File: src/rtl/blob_centroid_pkg.sv
`default_nettype none
// ============================================================================
// Module   : blob_centroid_pkg
// Purpose  : Shared active-area constants, accumulator widths and FSM states
//            for the blob tracker, sprite renderer and VGA timing.
// Revision : 1.0
// ============================================================================
package blob_centroid_pkg;

    localparam int c_ACTIVE_W  = 1024;
    localparam int c_ACTIVE_H  = 768;
    localparam int c_HCOUNT_W  = $clog2(c_ACTIVE_W) + 1;
    localparam int c_VCOUNT_W  = $clog2(c_ACTIVE_H);
    localparam int c_SUM_W     = 30;
    localparam int c_CNT_W     = 20;

    typedef enum logic [1:0] {
        ST_IDLE  = 2'd0,
        ST_DIV_X = 2'd1,
        ST_DIV_Y = 2'd2,
        ST_DONE  = 2'd3
    } blob_state_e;

endpackage
`default_nettype wire

File: src/rtl/blob_centroid_serial_divider.sv
`default_nettype none
// ============================================================================
// Module   : blob_centroid_serial_divider
// Purpose  : Restoring serial divider, one quotient bit per cycle; done
//            pulses exactly DIVIDEND_W cycles after start.
// Revision : 1.0
// ============================================================================
module blob_centroid_serial_divider #(
    parameter int DIVIDEND_W = 30,
    parameter int DIVISOR_W  = 20
) (
    input  logic                  clk,
    input  logic                  rst_n,
    input  logic                  start,
    input  logic [DIVIDEND_W-1:0] dividend,
    input  logic [DIVISOR_W-1:0]  divisor,
    output logic [DIVIDEND_W-1:0] quotient,
    output logic                  done
);

    localparam int c_STEP_W = $clog2(DIVIDEND_W + 1);

    logic [DIVIDEND_W-1:0] r_quo;
    logic [DIVISOR_W-1:0]  r_rem;
    logic [DIVISOR_W-1:0]  r_div;
    logic [c_STEP_W-1:0]   r_steps;
    logic                  r_run;
    logic                  r_done;

    logic [DIVIDEND_W-1:0] w_quo_in;
    logic [DIVISOR_W-1:0]  w_rem_in;
    logic [DIVISOR_W-1:0]  w_div_in;
    logic [DIVISOR_W:0]    w_trial;
    logic                  w_ge;
    logic [DIVISOR_W-1:0]  w_rem_nxt;
    logic [DIVIDEND_W-1:0] w_quo_nxt;

    // The first step is taken on the start cycle itself, which keeps the
    // latency at exactly DIVIDEND_W cycles.
    assign w_quo_in  = start ? dividend : r_quo;
    assign w_rem_in  = start ? '0 : r_rem;
    assign w_div_in  = start ? divisor : r_div;
    assign w_trial   = {w_rem_in, w_quo_in[DIVIDEND_W-1]};
    assign w_ge      = (w_trial >= {1'b0, w_div_in});
    assign w_rem_nxt = w_ge ? DIVISOR_W'(w_trial - {1'b0, w_div_in})
                            : DIVISOR_W'(w_trial);
    assign w_quo_nxt = {w_quo_in[DIVIDEND_W-2:0], w_ge};

    always_ff @(posedge clk or negedge rst_n) begin
        if (!rst_n) begin
            r_quo   <= '0;
            r_rem   <= '0;
            r_div   <= '0;
            r_steps <= '0;
            r_run   <= 1'b0;
            r_done  <= 1'b0;
        end else begin
            r_done <= 1'b0;
            if (start) begin
                r_quo   <= w_quo_nxt;
                r_rem   <= w_rem_nxt;
                r_div   <= divisor;
                r_steps <= c_STEP_W'(DIVIDEND_W - 1);
                r_run   <= 1'b1;
            end else if (r_run) begin
                r_quo   <= w_quo_nxt;
                r_rem   <= w_rem_nxt;
                r_steps <= r_steps - c_STEP_W'(1);
                if (r_steps == c_STEP_W'(1)) begin
                    r_run  <= 1'b0;
                    r_done <= 1'b1;
                end
            end
        end
    end

    assign quotient = r_quo;
    assign done     = r_done;

endmodule
`default_nettype wire

File: src/rtl/blob_centroid.sv
`default_nettype none
// ============================================================================
// Module   : blob_centroid
// Purpose  : Per-frame hit-pixel centroid tracker producing a sprite origin;
//            divides during blanking while the next frame accumulates.
// Revision : 1.0
// ============================================================================
module blob_centroid
    import blob_centroid_pkg::*;
#(
    parameter int HALF_W     = 32,
    parameter int HALF_H     = 32,
    parameter int MIN_PIXELS = 64,
    parameter int SUM_W      = c_SUM_W,
    parameter int CNT_W      = c_CNT_W
) (
    input  logic                  clk,
    input  logic                  rst_n,
    input  logic [c_HCOUNT_W-1:0] hcount,
    input  logic [c_VCOUNT_W-1:0] vcount,
    input  logic                  pix_valid,
    input  logic                  pix_hit,
    input  logic                  frame_end,
    output logic [c_HCOUNT_W-1:0] centroid_x,
    output logic [c_VCOUNT_W-1:0] centroid_y,
    output logic [c_HCOUNT_W-1:0] blob_x,
    output logic [c_VCOUNT_W-1:0] blob_y,
    output logic                  found,
    output logic                  busy,
    output logic                  update
);

    blob_state_e r_state;
    blob_state_e w_state_nxt;
    logic        r_start;
    logic        w_start_nxt;

    logic [SUM_W-1:0] r_sum_x, r_sum_y, w_sum_x_nxt, w_sum_y_nxt;
    logic [SUM_W-1:0] r_snap_x, r_snap_y;
    logic [CNT_W-1:0] r_cnt, w_cnt_nxt, r_snap_cnt;
    logic             w_hit;
    logic             w_reject;
    logic             w_accept;

    logic [SUM_W-1:0]      w_dividend;
    logic [SUM_W-1:0]      w_quo;
    logic                  w_div_done;
    logic [c_HCOUNT_W-1:0] r_qx;
    logic [c_VCOUNT_W-1:0] w_qy;

    logic [c_HCOUNT_W-1:0] r_cx, r_bx;
    logic [c_VCOUNT_W-1:0] r_cy, r_by;
    logic                  r_found;

    // Post-update sums, so a hit coincident with frame_end is included.
    assign w_hit       = pix_valid & pix_hit;
    assign w_sum_x_nxt = r_sum_x + (w_hit ? SUM_W'(hcount) : '0);
    assign w_sum_y_nxt = r_sum_y + (w_hit ? SUM_W'(vcount) : '0);
    assign w_cnt_nxt   = r_cnt + CNT_W'(w_hit);
    assign w_reject    = (w_cnt_nxt < CNT_W'(MIN_PIXELS));
    assign w_accept    = frame_end && (r_state == ST_IDLE);

    always_ff @(posedge clk or negedge rst_n) begin
        if (!rst_n) begin
            r_sum_x    <= '0;
            r_sum_y    <= '0;
            r_cnt      <= '0;
            r_snap_x   <= '0;
            r_snap_y   <= '0;
            r_snap_cnt <= '0;
        end else begin
            if (frame_end) begin
                r_sum_x <= '0;
                r_sum_y <= '0;
                r_cnt   <= '0;
            end else begin
                r_sum_x <= w_sum_x_nxt;
                r_sum_y <= w_sum_y_nxt;
                r_cnt   <= w_cnt_nxt;
            end
            if (w_accept) begin
                r_snap_x   <= w_sum_x_nxt;
                r_snap_y   <= w_sum_y_nxt;
                r_snap_cnt <= w_cnt_nxt;
            end
        end
    end

    always_ff @(posedge clk or negedge rst_n) begin
        if (!rst_n) begin
            r_state <= ST_IDLE;
            r_start <= 1'b0;
        end else begin
            r_state <= w_state_nxt;
            r_start <= w_start_nxt;
        end
    end

    always_comb begin
        w_state_nxt = r_state;
        w_start_nxt = 1'b0;
        case (r_state)
            ST_IDLE: begin
                if (frame_end) begin
                    if (w_reject) begin
                        w_state_nxt = ST_DONE;
                    end else begin
                        w_state_nxt = ST_DIV_X;
                        w_start_nxt = 1'b1;
                    end
                end
            end
            ST_DIV_X: begin
                if (w_div_done) begin
                    w_state_nxt = ST_DIV_Y;
                    w_start_nxt = 1'b1;
                end
            end
            ST_DIV_Y: begin
                if (w_div_done) begin
                    w_state_nxt = ST_DONE;
                end
            end
            ST_DONE:  w_state_nxt = ST_IDLE;
            default:  w_state_nxt = ST_IDLE;
        endcase
    end

    // One divider is shared: x sum first, then y sum.
    assign w_dividend = (r_state == ST_DIV_Y) ? r_snap_y : r_snap_x;
    assign w_qy       = c_VCOUNT_W'(w_quo);

    blob_centroid_serial_divider #(
        .DIVIDEND_W (SUM_W),
        .DIVISOR_W  (CNT_W)
    ) u_div (
        .clk      (clk),
        .rst_n    (rst_n),
        .start    (r_start),
        .dividend (w_dividend),
        .divisor  (r_snap_cnt),
        .quotient (w_quo),
        .done     (w_div_done)
    );

    always_ff @(posedge clk or negedge rst_n) begin
        if (!rst_n) begin
            r_qx    <= '0;
            r_cx    <= '0;
            r_cy    <= '0;
            r_bx    <= '0;
            r_by    <= '0;
            r_found <= 1'b0;
        end else begin
            if (w_accept && w_reject) begin
                r_found <= 1'b0;
            end
            if ((r_state == ST_DIV_X) && w_div_done) begin
                r_qx <= c_HCOUNT_W'(w_quo);
            end
            if ((r_state == ST_DIV_Y) && w_div_done) begin
                r_cx    <= r_qx;
                r_cy    <= w_qy;
                r_bx    <= (r_qx < c_HCOUNT_W'(HALF_W)) ? '0 : r_qx - c_HCOUNT_W'(HALF_W);
                r_by    <= (w_qy < c_VCOUNT_W'(HALF_H)) ? '0 : w_qy - c_VCOUNT_W'(HALF_H);
                r_found <= 1'b1;
            end
        end
    end

    assign centroid_x = r_cx;
    assign centroid_y = r_cy;
    assign blob_x     = r_bx;
    assign blob_y     = r_by;
    assign found      = r_found;
    assign busy       = (r_state != ST_IDLE);
    assign update     = (r_state == ST_DONE);

endmodule
`default_nettype wire
File: config.mk
export PLATFORM = sky130hd
export DESIGN_NAME = blob_centroid
export DESIGN_NICKNAME = d
export VERILOG_FILES = /design/src/rtl/blob_centroid_pkg.sv /design/src/rtl/blob_centroid_serial_divider.sv /design/src/rtl/blob_centroid.sv
export SDC_FILE = /design/constraint.sdc
export NUM_CORES = 1
export LEC_CHECK = 0
export BUFFER_PORTS_ARGS = -buffer_cell sky130_fd_sc_hd__buf_2
export CAP_MARGIN = 30
export CORE_MARGIN = 10
export CORE_UTILIZATION = 50
export DETAILED_ROUTE_END_ITERATION = 8
export PLACE_DENSITY = 0.67
export SYNTH_ARGS = -nofsm -noshare
export SYNTH_HDL_FRONTEND = slang
export SYNTH_HIERARCHICAL = 1
export SYNTH_SLANG_ARGS = --single-unit
File: constraint.sdc
create_clock -name clk -period 9.6 [get_ports clk]
set_input_delay 0.96 -clock clk [delete_from_list [all_inputs] [get_ports clk]]
set_output_delay 0.96 -clock clk [all_outputs]
set_load 0.03 [all_outputs]
==> results of run 1 <==
-- stage by stage --
stage / area (sq um) / utilization [%] / cells / hold WS, ps
finish: 16400 / 57.0 / 1899 / 463
global route: 16400 / 57.0 / 1899 / 500
CTS: 16400 / 56.9 / 1898 / 480
detailed placement: 15300 / 53.1 / 1841 / 466
global placement: 15300 / 53.0 / 1840 / 457
floorplan: 14600 / - / 1450 / 444
-- critical path, cell delays in order, from the launching register on --
cell	delay [ps]
dfrtp_4	740
buf_4	670
mux2i_1	310
ha_1	200
inv_1	50
fa_1	390
a21oi_1	220
o22ai_1	170
o221a_2	350
a311o_1	370
a41oi_1	250
xor2_1	160
o22ai_1	90
-- flip-flops by register name (all words and copies together), names as in the netlist, 2 cells and up --
name            count
centroid_x         11
r_state             2
r_qx               11
u_div/r_steps       5
r_snap_y           30
r_sum_x            30
blob_x             11
u_div/quotient     30
r_snap_x           30
r_snap_cnt         20
r_cnt              20
r_sum_y            30
u_div/r_div        20
centroid_y         10
u_div/r_rem        20
blob_y             10
-- kinds of logic (layout without fill, tap and decap cells) --
kind of cell	count (synthesis)	count (layout)	share of synthesized area [%]
AND/OR/NAND/NOR	447	447	14.2
multiplexers	114	114	8.38
buffers and inverters	133	198	3.49
XOR/XNOR	100	100	5.99
adder cells (fa/ha/maj)	53	53	4.69
AO/OA/AOI/OAI	309	309	12.9
flip-flops	294	294	50.3
-- layout by cell type (no fill, tap or decap), types with 7 or more instances in the layout --
cell / instances
dfrtp_1: 292
nand2_1: 163
o21ai_0: 148
nor2_1: 121
buf_2: 69
mux2_2: 63
inv_1: 57
xnor2_1: 56
ha_1: 50
mux2i_1: 50
xor2_1: 44
nor2b_1: 40
a21oi_1: 32
clkbuf_16: 31
and3_1: 30
nand3_1: 25
nor3_1: 19
a31oi_1: 18
o22ai_1: 15
o211ai_1: 15
a211oi_1: 13
a21o_1: 13
buf_4: 13
a22o_1: 12
clkbuf_8: 9
o2111ai_1: 7
-- power groups by stage --
stage,registers [uW],clock network (uW),logic (uW)
2_1_floorplan,1330,0,213
3_3_place_gp,1340,0,322
3_5_place_dp,1340,0,325
4_1_cts,1320,1290,327
5_1_grt,1320,1350,362
6_report,1320,1270,326
-- path summary, 6_finish.rpt --
check | from | endpoint | slack, ps | depth (start not counted)
max in group asynchronous | rst_n | r_sum_y[13]$_DFF_PN0_ | 7800 | 2
setup reg to reg | r_start$_DFF_PN0_ | u_div/r_rem[16]$_DFFE_PN0P_ | 5450 | 12
min in group clk | r_snap_x[19]$_DFFE_PN0P_ | r_snap_x[19]$_DFFE_PN0P_ | 470 | 2
hold / removal | rst_n | centroid_x[0]$_DFFE_PN0P_ | 460 | 1
setup / recovery | r_start$_DFF_PN0_ | u_div/r_rem[16]$_DFFE_PN0P_ | 5450 | 12
hold reg to reg | r_snap_x[19]$_DFFE_PN0P_ | r_snap_x[19]$_DFFE_PN0P_ | 470 | 2
-- area by class of cell --
| cell class | count | area [sq um] |
|---|---|---|
| Clock buffer | 42 | 907 |
| Timing Repair Buffer | 84 | 485 |
| Clock inverter | 15 | 191 |
| Fill cell | 2494 | 12400 |
| Tap cell | 384 | 480 |
| Inverter | 57 | 214 |
| Multi-Input combinational cell | 1023 | 6760 |
| Sequential cell | 294 | 7360 |
-- metal layers --
| layer | share of wire, % | GRT usage (%) | up-vias | routed length [um] |
|---|---|---|---|---|
| met3 | 5.4 | 3.01 | 35 | 1730 |
| met1 | 52 | 26.9 | 5063 | 16500 |
| li1 | - | - | 5105 | - |
| met2 | 42 | 25.6 | 190 | 13300 |
| met4 | 1.3 | 3.27 | 0 | 410 |
| met5 | 0 | 0 | - | 0 |
==> impl_metrics.tcl, run 1 <==
set metrics [dict create \
    synth.cell_area_sq_um 14600 \
    drc 0 \
    drive_gt1_share_pct 14.5 \
    synth_edf_count 0 \
    via_per_inst 5.47 \
    clk_latency_ps 550 \
    vias 10393 \
    leakage_uw 0.00750 \
    total_power_uw 2910 \
    syn_nets 1529 \
    p_comb_share_pct 11.2 \
    fin_skew_ps 14.6 \
    tritoncts "yes" \
    fmax_mhz 241 \
    switchingPower_uw 749 \
    cts_setup_buffers 0 \
    numCtsBuffers 31 \
    hold_buffers 0 \
    hold_viol 0 \
    dr.pass1.iters 5 \
    rows 62 \
    diodes 0 \
    power_density_nw_per_um2 178 \
    hp-class "input port to async pin" \
    ir_worst_vdd_uv 130 \
    detailed_place_hpwl_mm 21.5 \
    synth_cells 1450 \
    relSlewSlack_pct 32.6 \
    synth_seq_cells 294 \
    syn_area_per_cell_sq_um 10.1 \
    die_area_sq_um 36500 \
    setup_ws_ps 5450 \
    htreeDepth 1 \
    post_drt_wl_per_cell_um 16.8 \
    areaGrowthSynthToFinish_pct 12.2 \
    yosysTopAreaCell "dfrtp_1" \
    netlist.area_leader.share_pct 50.3 \
    final.setup.tns_ps 0 \
    grt_max_degree 113 \
    grt.total_usage_pct 17.6 \
    cts_resized 0 \
    slew_violations 0 \
    nNetsFinal 1570 \
    p_int_uw 2160 \
    numPortBuffers 70 \
    wl_mm 31.9 \
    rsz0062_at_grt "no" \
    pwr-share-seq_pct 45.3 \
    clk_pin_slew_ps 60 \
    layout_min_cycle_time_ps 4150 \
    worstSetupPathType "flip-flop to flip-flop" \
    drt-initial-drc-count 763 \
    core_area_sq_um 28800 \
    yosys-top-cells-area "dfrtp_1, o21ai_0, mux2_2" \
    grt_pass1_wl_mm 53.5 \
    grt_pass1_vias 10228 \
    cp.arrival_ps 4560 \
    place_ws_ps 5460 \
    die_h_um 191 \
    ys.flop_type "dfrtp_1" \
    worst_slew_pin_slew_ps 1010 \
    period_share_pct 43.2 \
    clkSinkCount 294 \
    ant_nets 0 \
    yosysMostFrequentCell "dfrtp_1" \
    root_buffer "clkbuf_16" \
    drv_cap 0 \
    netlist_top_cells_count "dfrtp_1, nand2_1, o21ai_0" \
    async_flop_share_pct 100 \
    gr-total-overflow 0 \
    finalSetupViolCount 0 \
    ios 71 \
    status "finished, final reports clean" \
    antenna_found_initial 0 \
    synthDistinctLibCells 69 \
    gp_congestion 0.865 \
    fp.dieW_um 191 \
    initial_core_util_pct 50.8 \
    cp-start-kind "flip-flop" \
    required_ps 10010 \
    endpoint_kind "flip-flop" \
    ys_seq_area_share_pct 50.3 \
    cp_max_fo 83 \
    clockBufferDepth 3 \
    clockPowerShare_pct 43.5 \
    ys_warn_count 6 \
    swShare_pct 25.7 \
]
Power figures use the tool's default switching activity.
==> run 2: changes to the inputs <==
- clock period: 9.6 -> 3.87 ns (I/O delays scaled with it)
==> impl_metrics.tcl, run 2 (same netlist as run 1, synthesis figures left out) <==
set metrics [dict create \
    status "finished, final reports clean" \
    via_per_inst 5.50 \
    place_area_sq_um 15300 \
    power_density_nw_per_um2 433 \
    drv_cap 0 \
    grt_pass1_wl_mm 53.2 \
    diodes 0 \
    initial_core_util_pct 50.8 \
    hp-start "hcount[1]" \
    ir_worst_vdd_uv 332 \
    nNetsFinal 1575 \
    cp-start-kind "flip-flop" \
    tritoncts "yes" \
    clk_latency_ps 550 \
    finalSetupViolCount 0 \
    pwr-share-seq_pct 46.1 \
    setup_ws_ps 247 \
    vias 10469 \
    numPortBuffers 70 \
    ios 71 \
    antenna_found_initial 0 \
    drive_gt1_share_pct 14.5 \
    fmax_mhz 276 \
    clkSinkCount 294 \
    clk_pin_slew_ps 60 \
    cp_max_fo 4 \
    root_buffer "clkbuf_16" \
    crit_start "r_state[0]$_DFFE_PN0P_" \
    hp-class "input port to flip-flop" \
    relSlewSlack_pct 42.1 \
    final.setup.tns_ps 0 \
    mostFrequentLayoutCells "dfrtp_1, nand2_1, o21ai_0, nor2_1, buf_2" \
    worstSetupPathType "flip-flop to flip-flop" \
    grt_max_degree 106 \
    rrSetupSlack_ps 250 \
    worst_slew_pin_slew_ps 868 \
    final_cell_area_sq_um 16400 \
    swShare_pct 25.8 \
    endpoint_kind "flip-flop" \
    required_ps 4300 \
    numCtsBuffers 31 \
    clockBufferDepth 3 \
    rr_worst_depth 14 \
    post_drt_wl_per_cell_um 16.8 \
    rsz0062_at_grt "no" \
    dr.pass1.iters 5 \
    clockPowerShare_pct 42.5 \
    switchingPower_uw 1840 \
    grt_pass1_vias 10461 \
    place_ws_ps 304 \
    endpoint "u_div/r_rem[16]$_DFFE_PN0P_" \
    cp.arrival_ps 4050 \
    rows 62 \
    fp.dieW_um 191 \
    fin_skew_ps 17.5 \
    ant_nets 0 \
    slew_violations 0 \
    grt.total_usage_pct 17.4 \
    drt-initial-drc-count 605 \
    die_area_sq_um 36500 \
    htreeDepth 1 \
    final_common_cell "dfrtp_1" \
    p_int_uw 5280 \
    gr-total-overflow 0 \
    layout_min_cycle_time_ps 3620 \
    p_comb_share_pct 11.5 \
    nFillCells 2476 \
    die_h_um 191 \
    hold_viol 0 \
    leakage_uw 0.00750 \
    wl_mm 32.0 \
    drc 0 \
    period_share_pct 93.6 \
    areaGrowthSynthToFinish_pct 12.3 \
    timing.rr.start "r_state[0]$_DFFE_PN0P_" \
    core_area_sq_um 28800 \
    hold-worst-slack_ps 320 \
    timing.rr.end "u_div/r_rem[16]$_DFFE_PN0P_" \
    detailed_place_hpwl_mm 22.1 \
    gp_congestion 0.899 \
]
## run 2: per-layer routing
| layer | GRT usage (%) | wire, um | vias up |
|---|---|---|---|
| li1 | - | - | 5125 |
| met1 | 26.0 | 15700 | 5062 |
| met2 | 26.2 | 13800 | 250 |
| met3 | 2.75 | 2100 | 32 |
| met4 | 3.82 | 391 | 0 |
| met5 | 0 | 0 | - |
## run 2: worst min-delay path by stage
stage / depth (start not counted) / endpoint
after floorplan: 0 / blob_x[0]$_DFFE_PN0P_
after global placement: 2 / r_snap_y[5]$_DFFE_PN0P_
after detailed placement: 2 / r_snap_y[1]$_DFFE_PN0P_
after CTS: 4 / r_sum_x[1]$_DFF_PN0_
after global routing: 4 / r_sum_x[1]$_DFF_PN0_
final: 4 / r_sum_x[1]$_DFF_PN0_
## run 2: what timing repair did
item                                    CTS  global route
endpoints found under the setup margin    0             2
endpoints found under the hold margin   100             0
resized for setup                         0             0
buffers inserted                          0             1
hold buffers                              1             0
## run 2: through the flow
step | utilization, % | cells | power (uW)
2_1_floorplan | - | 1450 | 3840
3_3_place_gp | 53.3 | 1845 | 4130
3_5_place_dp | 53.3 | 1845 | 4150
4_1_cts | 57.0 | 1902 | 7190
5_1_grt | 57.0 | 1903 | 7400
6_report | 57.0 | 1903 | 7120
## run 2: power groups by stage
stage / sequential (uW) / combinational (uW) / clock, uW
after global routing: 3290 / 909 / 3210
after floorplan: 3310 / 529 / 0
after CTS: 3280 / 826 / 3090
after detailed placement: 3330 / 820 / 0
after global placement: 3320 / 811 / 0
final: 3280 / 818 / 3020
## run 2: area by class of cell
class | instances | area, sq um | area share (%)
clock buffers | 42 | 897 | 5.47
flip-flops and latches | 294 | 7360 | 44.9
repair buffers | 89 | 551 | 3.35
inverters | 57 | 214 | 1.30
multi-input cells | 1023 | 6760 | 41.2
well taps | 384 | 480 | 2.93
clock inverters | 14 | 153 | 0.930
## run 2: critical path: stages, from the launching register on
cell,delay (ps)
dfrtp_1,410
inv_1,110
ha_1,180
mux2_2,340
mux2i_1,200
ha_1,210
inv_1,60
fa_1,390
a21oi_1,210
o22ai_1,150
o221a_2,340
a311o_1,360
a41oi_1,280
xor2_1,160
o22ai_1,90
